===== src/rtl/alu_issue_ctrl_pkg.sv =====
// Shared constants for the ALU issue controller: ALU op codes, op classes,
// FSM state encoding and the decoded-op bundle.
package alu_issue_ctrl_pkg;

    localparam logic [3:0] ALU_ADD = 4'd0;
    localparam logic [3:0] ALU_SUB = 4'd1;
    localparam logic [3:0] ALU_AND = 4'd2;
    localparam logic [3:0] ALU_OR  = 4'd3;
    localparam logic [3:0] ALU_XOR = 4'd4;
    localparam logic [3:0] ALU_LUI = 4'd5;
    localparam logic [3:0] ALU_SR  = 4'd6;
    localparam logic [3:0] ALU_SL  = 4'd7;

    localparam logic [2:0] CLS_MEM = 3'd0;
    localparam logic [2:0] CLS_R   = 3'd1;
    localparam logic [2:0] CLS_I   = 3'd2;
    localparam logic [2:0] CLS_BR  = 3'd3;
    localparam logic [2:0] CLS_LUI = 3'd4;

    localparam logic [1:0] ST_IDLE = 2'd0;
    localparam logic [1:0] ST_EXEC = 2'd1;
    localparam logic [1:0] ST_RESP = 2'd2;

    typedef struct packed {
        logic [3:0] alu_op;
        logic       b_sel_imm;
        logic       a_zero;
        logic       is_branch;
        logic       br_neg;
        logic       illegal;
    } dec_t;

    // Shift ops only honour the low 5 bits of B.
    function automatic logic is_shift(input logic [3:0] op);
        return (op == ALU_SL) || (op == ALU_SR);
    endfunction

endpackage


===== src/rtl/alu_issue_ctrl_if.sv =====
// Request/response handshake bundle between decode and the issue controller.
interface alu_issue_ctrl_if #(parameter int DATA_W = 32);
    logic              Req_Valid_i;
    logic              Req_Ready_o;
    logic [2:0]        Op_Class_i;
    logic [2:0]        Funct3_i;
    logic              Funct7b5_i;
    logic [DATA_W-1:0] Rs1_Data_i;
    logic [DATA_W-1:0] Rs2_Data_i;
    logic [DATA_W-1:0] Imm_i;
    logic              Rsp_Valid_o;
    logic              Rsp_Ready_i;
    logic [DATA_W-1:0] Rsp_Result_o;
    logic              Branch_Taken_o;
    logic              Illegal_o;

    modport master (
        output Req_Valid_i, Op_Class_i, Funct3_i, Funct7b5_i,
               Rs1_Data_i, Rs2_Data_i, Imm_i, Rsp_Ready_i,
        input  Req_Ready_o, Rsp_Valid_o, Rsp_Result_o, Branch_Taken_o, Illegal_o
    );

    modport slave (
        input  Req_Valid_i, Op_Class_i, Funct3_i, Funct7b5_i,
               Rs1_Data_i, Rs2_Data_i, Imm_i, Rsp_Ready_i,
        output Req_Ready_o, Rsp_Valid_o, Rsp_Result_o, Branch_Taken_o, Illegal_o
    );
endinterface


===== src/rtl/alu_issue_ctrl_alu_op_decode.sv =====
// Combinational decode of {class, funct3, funct7[5]} into ALU control.
module alu_op_decode
    import alu_issue_ctrl_pkg::*;
(
    input  logic [2:0] i_class,
    input  logic [2:0] i_f3,
    input  logic       i_f7b5,
    output dec_t       o_dec
);

    // Illegal combinations fall back to ADD so the ALU sees a harmless op.
    always_comb begin
        o_dec = '{alu_op: ALU_ADD, b_sel_imm: 1'b0, a_zero: 1'b0,
                  is_branch: 1'b0, br_neg: 1'b0, illegal: 1'b0};
        case (i_class)
            CLS_MEM: o_dec.b_sel_imm = 1'b1;
            CLS_R, CLS_I: begin
                o_dec.b_sel_imm = (i_class == CLS_I);
                case (i_f3)
                    3'b000: o_dec.alu_op = (i_class == CLS_R && i_f7b5) ? ALU_SUB : ALU_ADD;
                    3'b100: o_dec.alu_op = ALU_XOR;
                    3'b110: o_dec.alu_op = ALU_OR;
                    3'b111: o_dec.alu_op = ALU_AND;
                    3'b001: o_dec.alu_op = ALU_SL;
                    3'b101: begin
                        if (i_f7b5) o_dec.illegal = 1'b1;
                        else        o_dec.alu_op  = ALU_SR;
                    end
                    default: o_dec.illegal = 1'b1;
                endcase
            end
            CLS_BR: begin
                if (i_f3 == 3'b000 || i_f3 == 3'b001) begin
                    o_dec.alu_op    = ALU_SUB;
                    o_dec.is_branch = 1'b1;
                    o_dec.br_neg    = i_f3[0];
                end else begin
                    o_dec.illegal = 1'b1;
                end
            end
            CLS_LUI: begin
                o_dec.alu_op    = ALU_LUI;
                o_dec.a_zero    = 1'b1;
                o_dec.b_sel_imm = 1'b1;
            end
            default: o_dec.illegal = 1'b1;
        endcase
        if (o_dec.illegal) begin
            o_dec.alu_op    = ALU_ADD;
            o_dec.b_sel_imm = 1'b0;
            o_dec.a_zero    = 1'b0;
        end
    end

endmodule


===== src/rtl/alu_issue_ctrl.sv =====
// ALU issue controller: registers one decoded request, drives the ALU for one
// EXEC cycle, captures result/zero and holds the response until accepted.
// A request presented in cycle 0 gives EXEC in cycle 1 and a valid response in cycle 2.
module alu_issue_ctrl
    import alu_issue_ctrl_pkg::*;
#(
    parameter int DATA_W = 32
) (
    input  logic              clk,
    input  logic              reset,
    alu_issue_ctrl_if.slave   bus,
    output logic [3:0]        ALU_Operation_o,
    output logic [DATA_W-1:0] A_o,
    output logic [DATA_W-1:0] B_o,
    input  logic [DATA_W-1:0] ALU_Result_i,
    input  logic              Zero_i
);

    localparam logic [DATA_W-1:0] SHAMT_MASK = DATA_W'(5'h1f);

    logic [1:0]        r_state;
    logic [3:0]        r_op;
    logic [DATA_W-1:0] r_a, r_b;
    logic              r_is_br, r_br_neg, r_illegal;
    logic [DATA_W-1:0] r_rsp_result;
    logic              r_br_taken, r_rsp_illegal;

    dec_t              w_dec;
    logic [DATA_W-1:0] w_a, w_b_raw, w_b;
    logic              w_accept;

    alu_op_decode u_dec (
        .i_class (bus.Op_Class_i),
        .i_f3    (bus.Funct3_i),
        .i_f7b5  (bus.Funct7b5_i),
        .o_dec   (w_dec)
    );

    // Operand selection; illegal ops already forced to ADD in decode, zero both operands here.
    always_comb begin
        w_a     = (w_dec.a_zero || w_dec.illegal) ? '0 : bus.Rs1_Data_i;
        w_b_raw = w_dec.illegal ? '0 : (w_dec.b_sel_imm ? bus.Imm_i : bus.Rs2_Data_i);
        w_b     = is_shift(w_dec.alu_op) ? (w_b_raw & SHAMT_MASK) : w_b_raw;
    end

    assign w_accept = (r_state == ST_IDLE) && bus.Req_Valid_i;

    // FSM plus operand and response registers; reset drops any in-flight op.
    always_ff @(posedge clk) begin
        if (reset) begin
            r_state       <= ST_IDLE;
            r_op          <= ALU_ADD;
            r_a           <= '0;
            r_b           <= '0;
            r_is_br       <= 1'b0;
            r_br_neg      <= 1'b0;
            r_illegal     <= 1'b0;
            r_rsp_result  <= '0;
            r_br_taken    <= 1'b0;
            r_rsp_illegal <= 1'b0;
        end else begin
            case (r_state)
                ST_IDLE: begin
                    if (w_accept) begin
                        r_op      <= w_dec.alu_op;
                        r_a       <= w_a;
                        r_b       <= w_b;
                        r_is_br   <= w_dec.is_branch;
                        r_br_neg  <= w_dec.br_neg;
                        r_illegal <= w_dec.illegal;
                        r_state   <= ST_EXEC;
                    end
                end
                ST_EXEC: begin
                    r_rsp_result  <= r_illegal ? '0 : ALU_Result_i;
                    r_br_taken    <= r_is_br & (Zero_i ^ r_br_neg);
                    r_rsp_illegal <= r_illegal;
                    r_state       <= ST_RESP;
                end
                ST_RESP: begin
                    if (bus.Rsp_Ready_i) r_state <= ST_IDLE;
                end
                default: r_state <= ST_IDLE;
            endcase
        end
    end

    assign ALU_Operation_o    = r_op;
    assign A_o                = r_a;
    assign B_o                = r_b;
    assign bus.Req_Ready_o    = (r_state == ST_IDLE);
    assign bus.Rsp_Valid_o    = (r_state == ST_RESP);
    assign bus.Rsp_Result_o   = r_rsp_result;
    assign bus.Branch_Taken_o = r_br_taken;
    assign bus.Illegal_o      = r_rsp_illegal;

endmodule

===== src/flat_wrapper.sv =====
// flat-port wrapper written by rule: the top's interface ports become plain ports
module alu_issue_ctrl_flat import alu_issue_ctrl_pkg::*;
#(
    parameter int DATA_W = 32
)
  (clk, reset, ALU_Operation_o, A_o, B_o, ALU_Result_i, Zero_i, bus_Req_Valid_i, bus_Op_Class_i, bus_Funct3_i, bus_Funct7b5_i, bus_Rs1_Data_i, bus_Rs2_Data_i, bus_Imm_i, bus_Rsp_Ready_i, bus_Req_Ready_o, bus_Rsp_Valid_o, bus_Rsp_Result_o, bus_Branch_Taken_o, bus_Illegal_o);
  alu_issue_ctrl_if #(.DATA_W(DATA_W)) bus_i ();
  input  logic clk;
  input  logic reset;
  output logic [3:0] ALU_Operation_o;
  output logic [DATA_W-1:0] A_o;
  output logic [DATA_W-1:0] B_o;
  input  logic [DATA_W-1:0] ALU_Result_i;
  input  logic Zero_i;
  input wire logic [$bits(bus_i.Req_Valid_i)-1:0] bus_Req_Valid_i;
  input wire logic [$bits(bus_i.Op_Class_i)-1:0] bus_Op_Class_i;
  input wire logic [$bits(bus_i.Funct3_i)-1:0] bus_Funct3_i;
  input wire logic [$bits(bus_i.Funct7b5_i)-1:0] bus_Funct7b5_i;
  input wire logic [$bits(bus_i.Rs1_Data_i)-1:0] bus_Rs1_Data_i;
  input wire logic [$bits(bus_i.Rs2_Data_i)-1:0] bus_Rs2_Data_i;
  input wire logic [$bits(bus_i.Imm_i)-1:0] bus_Imm_i;
  input wire logic [$bits(bus_i.Rsp_Ready_i)-1:0] bus_Rsp_Ready_i;
  output wire logic [$bits(bus_i.Req_Ready_o)-1:0] bus_Req_Ready_o;
  output wire logic [$bits(bus_i.Rsp_Valid_o)-1:0] bus_Rsp_Valid_o;
  output wire logic [$bits(bus_i.Rsp_Result_o)-1:0] bus_Rsp_Result_o;
  output wire logic [$bits(bus_i.Branch_Taken_o)-1:0] bus_Branch_Taken_o;
  output wire logic [$bits(bus_i.Illegal_o)-1:0] bus_Illegal_o;
  assign bus_i.Req_Valid_i = bus_Req_Valid_i;
  assign bus_i.Op_Class_i = bus_Op_Class_i;
  assign bus_i.Funct3_i = bus_Funct3_i;
  assign bus_i.Funct7b5_i = bus_Funct7b5_i;
  assign bus_i.Rs1_Data_i = bus_Rs1_Data_i;
  assign bus_i.Rs2_Data_i = bus_Rs2_Data_i;
  assign bus_i.Imm_i = bus_Imm_i;
  assign bus_i.Rsp_Ready_i = bus_Rsp_Ready_i;
  assign bus_Req_Ready_o = bus_i.Req_Ready_o;
  assign bus_Rsp_Valid_o = bus_i.Rsp_Valid_o;
  assign bus_Rsp_Result_o = bus_i.Rsp_Result_o;
  assign bus_Branch_Taken_o = bus_i.Branch_Taken_o;
  assign bus_Illegal_o = bus_i.Illegal_o;
  alu_issue_ctrl #(.DATA_W(DATA_W)) u_core (.clk(clk), .reset(reset), .bus(bus_i), .ALU_Operation_o(ALU_Operation_o), .A_o(A_o), .B_o(B_o), .ALU_Result_i(ALU_Result_i), .Zero_i(Zero_i));
endmodule

===== config.mk =====
export PLATFORM = sky130hd
export DESIGN_NAME = alu_issue_ctrl_flat
export DESIGN_NICKNAME = d
export VERILOG_FILES = /design/src/rtl/alu_issue_ctrl_pkg.sv /design/src/rtl/alu_issue_ctrl_if.sv /design/src/rtl/alu_issue_ctrl_alu_op_decode.sv /design/src/rtl/alu_issue_ctrl.sv /design/src/flat_wrapper.sv
export SDC_FILE = /design/constraint.sdc
export NUM_CORES = 1
export LEC_CHECK = 0
export ABC_AREA = 1
export ABC_CLOCK_PERIOD_IN_PS = 2050
export CORE_MARGIN = 4
export CORE_UTILIZATION = 40
export CTS_CLUSTER_DIAMETER = 60
export DETAILED_ROUTE_END_ITERATION = 7
export PLACE_DENSITY = 0.78
export SYNTH_ARGS = -nofsm -noshare
export SYNTH_HDL_FRONTEND = slang
export SYNTH_HIERARCHICAL = 1
export SYNTH_SLANG_ARGS = --single-unit
export TNS_END_PERCENT = 1

===== constraint.sdc =====
create_clock -name clk -period 2.05 [get_ports clk]
set_input_delay 0.3075 -clock clk [delete_from_list [all_inputs] [get_ports clk]]
set_output_delay 0.3075 -clock clk [all_outputs]
set_load 0.01 [all_outputs]

* After elaboration in Yosys (flattened, before gate mapping)
Cells that the tools add are included.
** Cells by class
- Equal/unequal tests :: 15
- Mux-type cells :: 22
- Bitwise logic cells :: 2
- Reduce and logical (&&, ||, !) cells :: 13
** Operators with widths (count)
- $mux 32 :: 5
- $pmux 4 s6 :: 1
- $eq 3x3->1 const B :: 5
- $pmux 4 s3 :: 1
- $eq 4x3->1 const B :: 2
- $mux 2 :: 4
- $eq 3x1->1 const B :: 2
- $eq 3x2->1 const B :: 2
- $logic_not 3->1 :: 2
- $mux 6 :: 1
- $pmux 2 s3 :: 1
- $mux 1 :: 5
- $reduce_or 5->1 :: 1
- $pmux 1 s2 :: 2
- $reduce_and 2->1 :: 2
- $reduce_or 2->1 :: 2
- $logic_or 1x1->1 :: 3
- $mux 3 :: 1
- $pmux 1 s3 :: 1
- $eq 2x1->1 const B :: 1
- $eq 2x2->1 const B :: 1
- $logic_and 1x1->1 :: 2
- $logic_not 2->1 :: 1
- $ne 2x1->1 const B :: 1
- other kinds (3) :: 3
** Storage, ports and cells
- Flip-flop bits (word level) :: 107
- Output and inout bits :: 104
- Logic and storage cells :: 62

* Logic depth before layout (Yosys ltp)
- Word-level depth :: 9
- Mapped depth :: 15
- Depth with buffers taken out :: 13

* Cells and area by module
The synthesis kept the hierarchy.
** By module, submodules not included
- alu_issue_ctrl :: instances 1, cells an instance 628, area an instance 4533.1 µm², seq. area each 2142.1 µm²
- alu_op_decode :: instances 1, cells an instance 46, area an instance 193.9 µm², seq. area each 0.0 µm²

* Worst setup path before layout
OpenSTA, ideal clock, no wires.
- Kind :: input port to flip-flop
- Start point :: input port bus_Op_Class_i[2]
- End point :: register u_core.r_b[10], in the netlist u_core/B_o[10]
- Library setup time :: 64 ps
- Arrival :: 1534 ps
- Data required time :: 1986 ps
- Setup slack :: 452 ps
- Stages :: 15
- Path buffers :: 2
- Path through :: inv_1 > nand2_1 > nor2_1 > nand3_1 > nand2_1 > nor2_1 > buf_2 > inv_1 > buf_6 > nand2_1 > nand2_1 > nand2_1 > nor2_1 > nor2_1 > nor2_1
** RTL lines
- start: declaration :: RTL line flat_wrapper.sv:16 : input wire logic [$bits(bus_i.Op_Class_i)-1:0] bus_Op_Class_i;
- end signal: assignment :: RTL line alu_issue_ctrl.sv:67 : r_b <= w_b;
- end: declaration :: RTL line alu_issue_ctrl.sv:23 : logic [DATA_W-1:0] r_a, r_b;

==> flow_metrics.env <==
export IMPL_setup_violations_final=0
export IMPL_ir_worst_vdd_uv=493.1
export IMPL_final_setup_tns_ps=0
export IMPL_htree_num_levels=3
export IMPL_die_area_um2=13620
export IMPL_vias=4906
export IMPL_grt_max_degree=67
export IMPL_power_mw=5.014
export IMPL_cts_sinks=107
export IMPL_drt_met1_wl_um=5886
export IMPL_drtAntennaViolNets=0
export IMPL_cp_start_kind="input port"
export IMPL_grt_pass1_vias=4329
export IMPL_met3_length_um=1198
export IMPL_cts_buffers=9
export IMPL_nFillCells=1065
export IMPL_fmax_mhz=552.2
export IMPL_post_cts_resized=0
export IMPL_fin_skew_ps=6.992
export IMPL_core_area_um2=11520
export IMPL_utilization=0.6648
export IMPL_async_reset_ff_frac=0
export IMPL_hpwl_um=10360
export IMPL_worstSkewPairLatency_ps=330
export IMPL_cp_end_kind="flop"
export IMPL_placedCellCount=1044
export IMPL_synth_xor_area_share=0.001853
export IMPL_regArea_um2=2142
export IMPL_synth_simple_area_share=0.3322
export IMPL_rsz0062_at_grt="no"
export IMPL_antenna_found_initial=0
export IMPL_synth_cells=674
export IMPL_maxSlewViolCount=0
export IMPL_synth_top_family_by_area="simple AND/OR/NAND/NOR gates"
export IMPL_avgSynthCellArea_um2=7.013
export IMPL_placementRows=39
export IMPL_num_nets_final=1052
export IMPL_relSlewSlack=0.5291
export IMPL_period_needed_ps=1811
export IMPL_start_util=0.4105
export IMPL_grt_pass1_wl_um=21490
export IMPL_die_w_um=116.7
export IMPL_fin_area_um2=7656
export IMPL_leakage_nw=3.180
export IMPL_crit_start="bus_Funct3_i[2]"
export IMPL_synthAdderAreaFrac=0
export IMPL_pre_cts_slack_ps=-98.61
export IMPL_worstMarginPinSlew_ps=706.3
export IMPL_wl_per_cell_um=13.26
export IMPL_dr_first_iter_drc_count=303
export IMPL_hold_class="flop to flop"
export IMPL_path_cells="clkdlybuf4s50_1 -> inv_1 -> nand2_1 -> a21oi_1 -> nand2_1 -> nor2_2 -> inv_1 -> buf_12 -> nand2_1 -> nand2_1 -> nand2_1 -> nor2_1 -> nor2_1 -> nor2_1"
export IMPL_wl_met2_um=6893
export IMPL_synth_top_area_frac=0.4531
export IMPL_holdWs_ps=465.4
export IMPL_area_growth_pct=61.96
export IMPL_synth_edf_count=0
export IMPL_synth_seq_cells=107
export IMPL_syn_area_um2=4727
export IMPL_die_height_um=116.7
export IMPL_firstDrtPassIters=4
export IMPL_cp_top_family="buffers and inverters"
export IMPL_routed_wl_um=14060
export IMPL_max_stage_delay_ps=470
export IMPL_synth_main_ff_cell="dfxtp_1"
export IMPL_yosysMostFrequentCell="nand2_1"
export IMPL_hold_buffers=0
export IMPL_io_buffer_count=243
export IMPL_r2r_start="u_core/r_state[0]"
export IMPL_cts_tree="yes"
export IMPL_postCtsSetupRepairBufs=0
export IMPL_io_pins=244
export IMPL_crit_type="input port to flop"
export IMPL_synth_area_leaders="dfxtp_1, nand2_1, nor2_1, a22oi_1, nand3_1"
export IMPL_yosys_top_cells_count="nand2_1, nor2_1, dfxtp_1, inv_1, nand3_1"
export IMPL_ys_warnings_count=6
export IMPL_via_per_inst=4.628
export IMPL_cpMostUsedCell="nand2_1"
export IMPL_highest_layer="met4"
export IMPL_path_max_fanout=32
export IMPL_placed_area_um2=7370
export IMPL_stdcell_count=1060
export IMPL_multi_input_area_um2=2163
export IMPL_overflow=0
export IMPL_hold_viol_final=0
export IMPL_yosys_area_top_type="dfxtp_1"
export IMPL_synth_compound_area_frac=0.1218
export IMPL_layout_setup_ws_ps=238.9
export IMPL_worstHoldStart="u_core/B_o[3]"
export IMPL_cp_arrival_ps=2010
export IMPL_grtUsageTotal=0.1958
export IMPL_root_buffer="clkbuf_16"
export IMPL_syn_num_nets=814
export IMPL_cts_clk_slew_worst_paths_ps=80
export IMPL_gp_congestion=0.8630
export IMPL_critPathRequiredTime_ps=2250
export IMPL_critical_path_buf_inv_count=4
export IMPL_synth_cell_types=24
export IMPL_n_antenna_cell=0
export IMPL_max_cap_violations=0
export IMPL_muxShareOfSynthArea=0
export IMPL_cpMaxStageDelayCell="clkdlybuf4s50_1"
export IMPL_ys_seq_area_frac=0.4531
export IMPL_status="complete, no violations"
export IMPL_p_per_area_nw_per_um2=654.9
export IMPL_drive_above_1_share=0.07961
export IMPL_cts_buffer_depth=2
export IMPL_period_share=0.8834
export IMPL_drc=0
worst min-delay path: cells and delay by family (launching register included):
kind | cells | cell delay (ps)
DFF | 1 | 310
AOI/OAI and AO/OA | 1 | 50
and+or+nand+nor | 1 | 60
path summary, 6_finish.rpt:
path	to	slack, ps	depth (start not counted)
worst min-delay path	u_core/B_o[3]	470	2
worst max register to register	u_core/A_o[17]	650	6
worst min register to register	u_core/B_o[3]	470	2
worst max-delay path	u_core/B_o[6]	240	14
sequential cells by signal, summed over array words and instances (netlist names):
name and cells:
u_core/A_o 32, u_core/r_illegal 1, u_core/r_br_neg 1, u_core/bus.Branch_Taken_o 1, u_core/B_o 32, u_core/r_state 2
u_core/r_is_br 1, u_core/ALU_Operation_o 4, u_core/bus.Illegal_o 1, u_core/bus.Rsp_Result_o 32
report_power, final:
| part | internal, mW | switching [mW] |
|---|---|---|
| combinational | 0.605 | 0.509 |
| clock | 0.854 | 0.807 |
| sequential | 2.18 | 0.0543 |
| total | 3.64 | 1.37 |
metal layers:
metal  vias up  global-route usage
met1      2169              0.2440
li1       2581                   -
met3         8             0.06736
met5         -                   0
met2       148              0.3333
met4         0             0.03287
placed cells by master, fill, tap and decap left out, types with 2 or more instances in the layout:
| cell | n |
|---|---|
| inv_1 | 45 |
| clkdlybuf4s50_1 | 242 |
| buf_4 | 19 |
| nor3_1 | 4 |
| nand2_2 | 2 |
| dfxtp_1 | 107 |
| nand3_1 | 35 |
| o21ai_2 | 20 |
| inv_8 | 2 |
| clkinv_4 | 3 |
| a22oi_1 | 32 |
| nor2_4 | 2 |
| o21ai_1 | 9 |
| buf_12 | 7 |
| nor2_2 | 4 |
| nand2_1 | 184 |
| nor2_1 | 160 |
| o21ai_0 | 13 |
| a21oi_1 | 10 |
| clkbuf_16 | 9 |
final cells by class:
class                           count  share of cell area
Inverter                           46             0.02288
Tap cell                          143             0.02337
Multi-Input combinational cell    479              0.2826
Sequential cell                   107              0.2798
Clock inverter                      6            0.007518
Timing Repair Buffer              269              0.3540
Clock buffer                       10             0.02991
cells by family after synthesis:
kind of cell,after synthesis
xor+xnor,1
flops,107
simple gates,393
other cells,1
buf+inv,88
compound gates,84
Note: power is estimated with default switching activity, not from simulation.
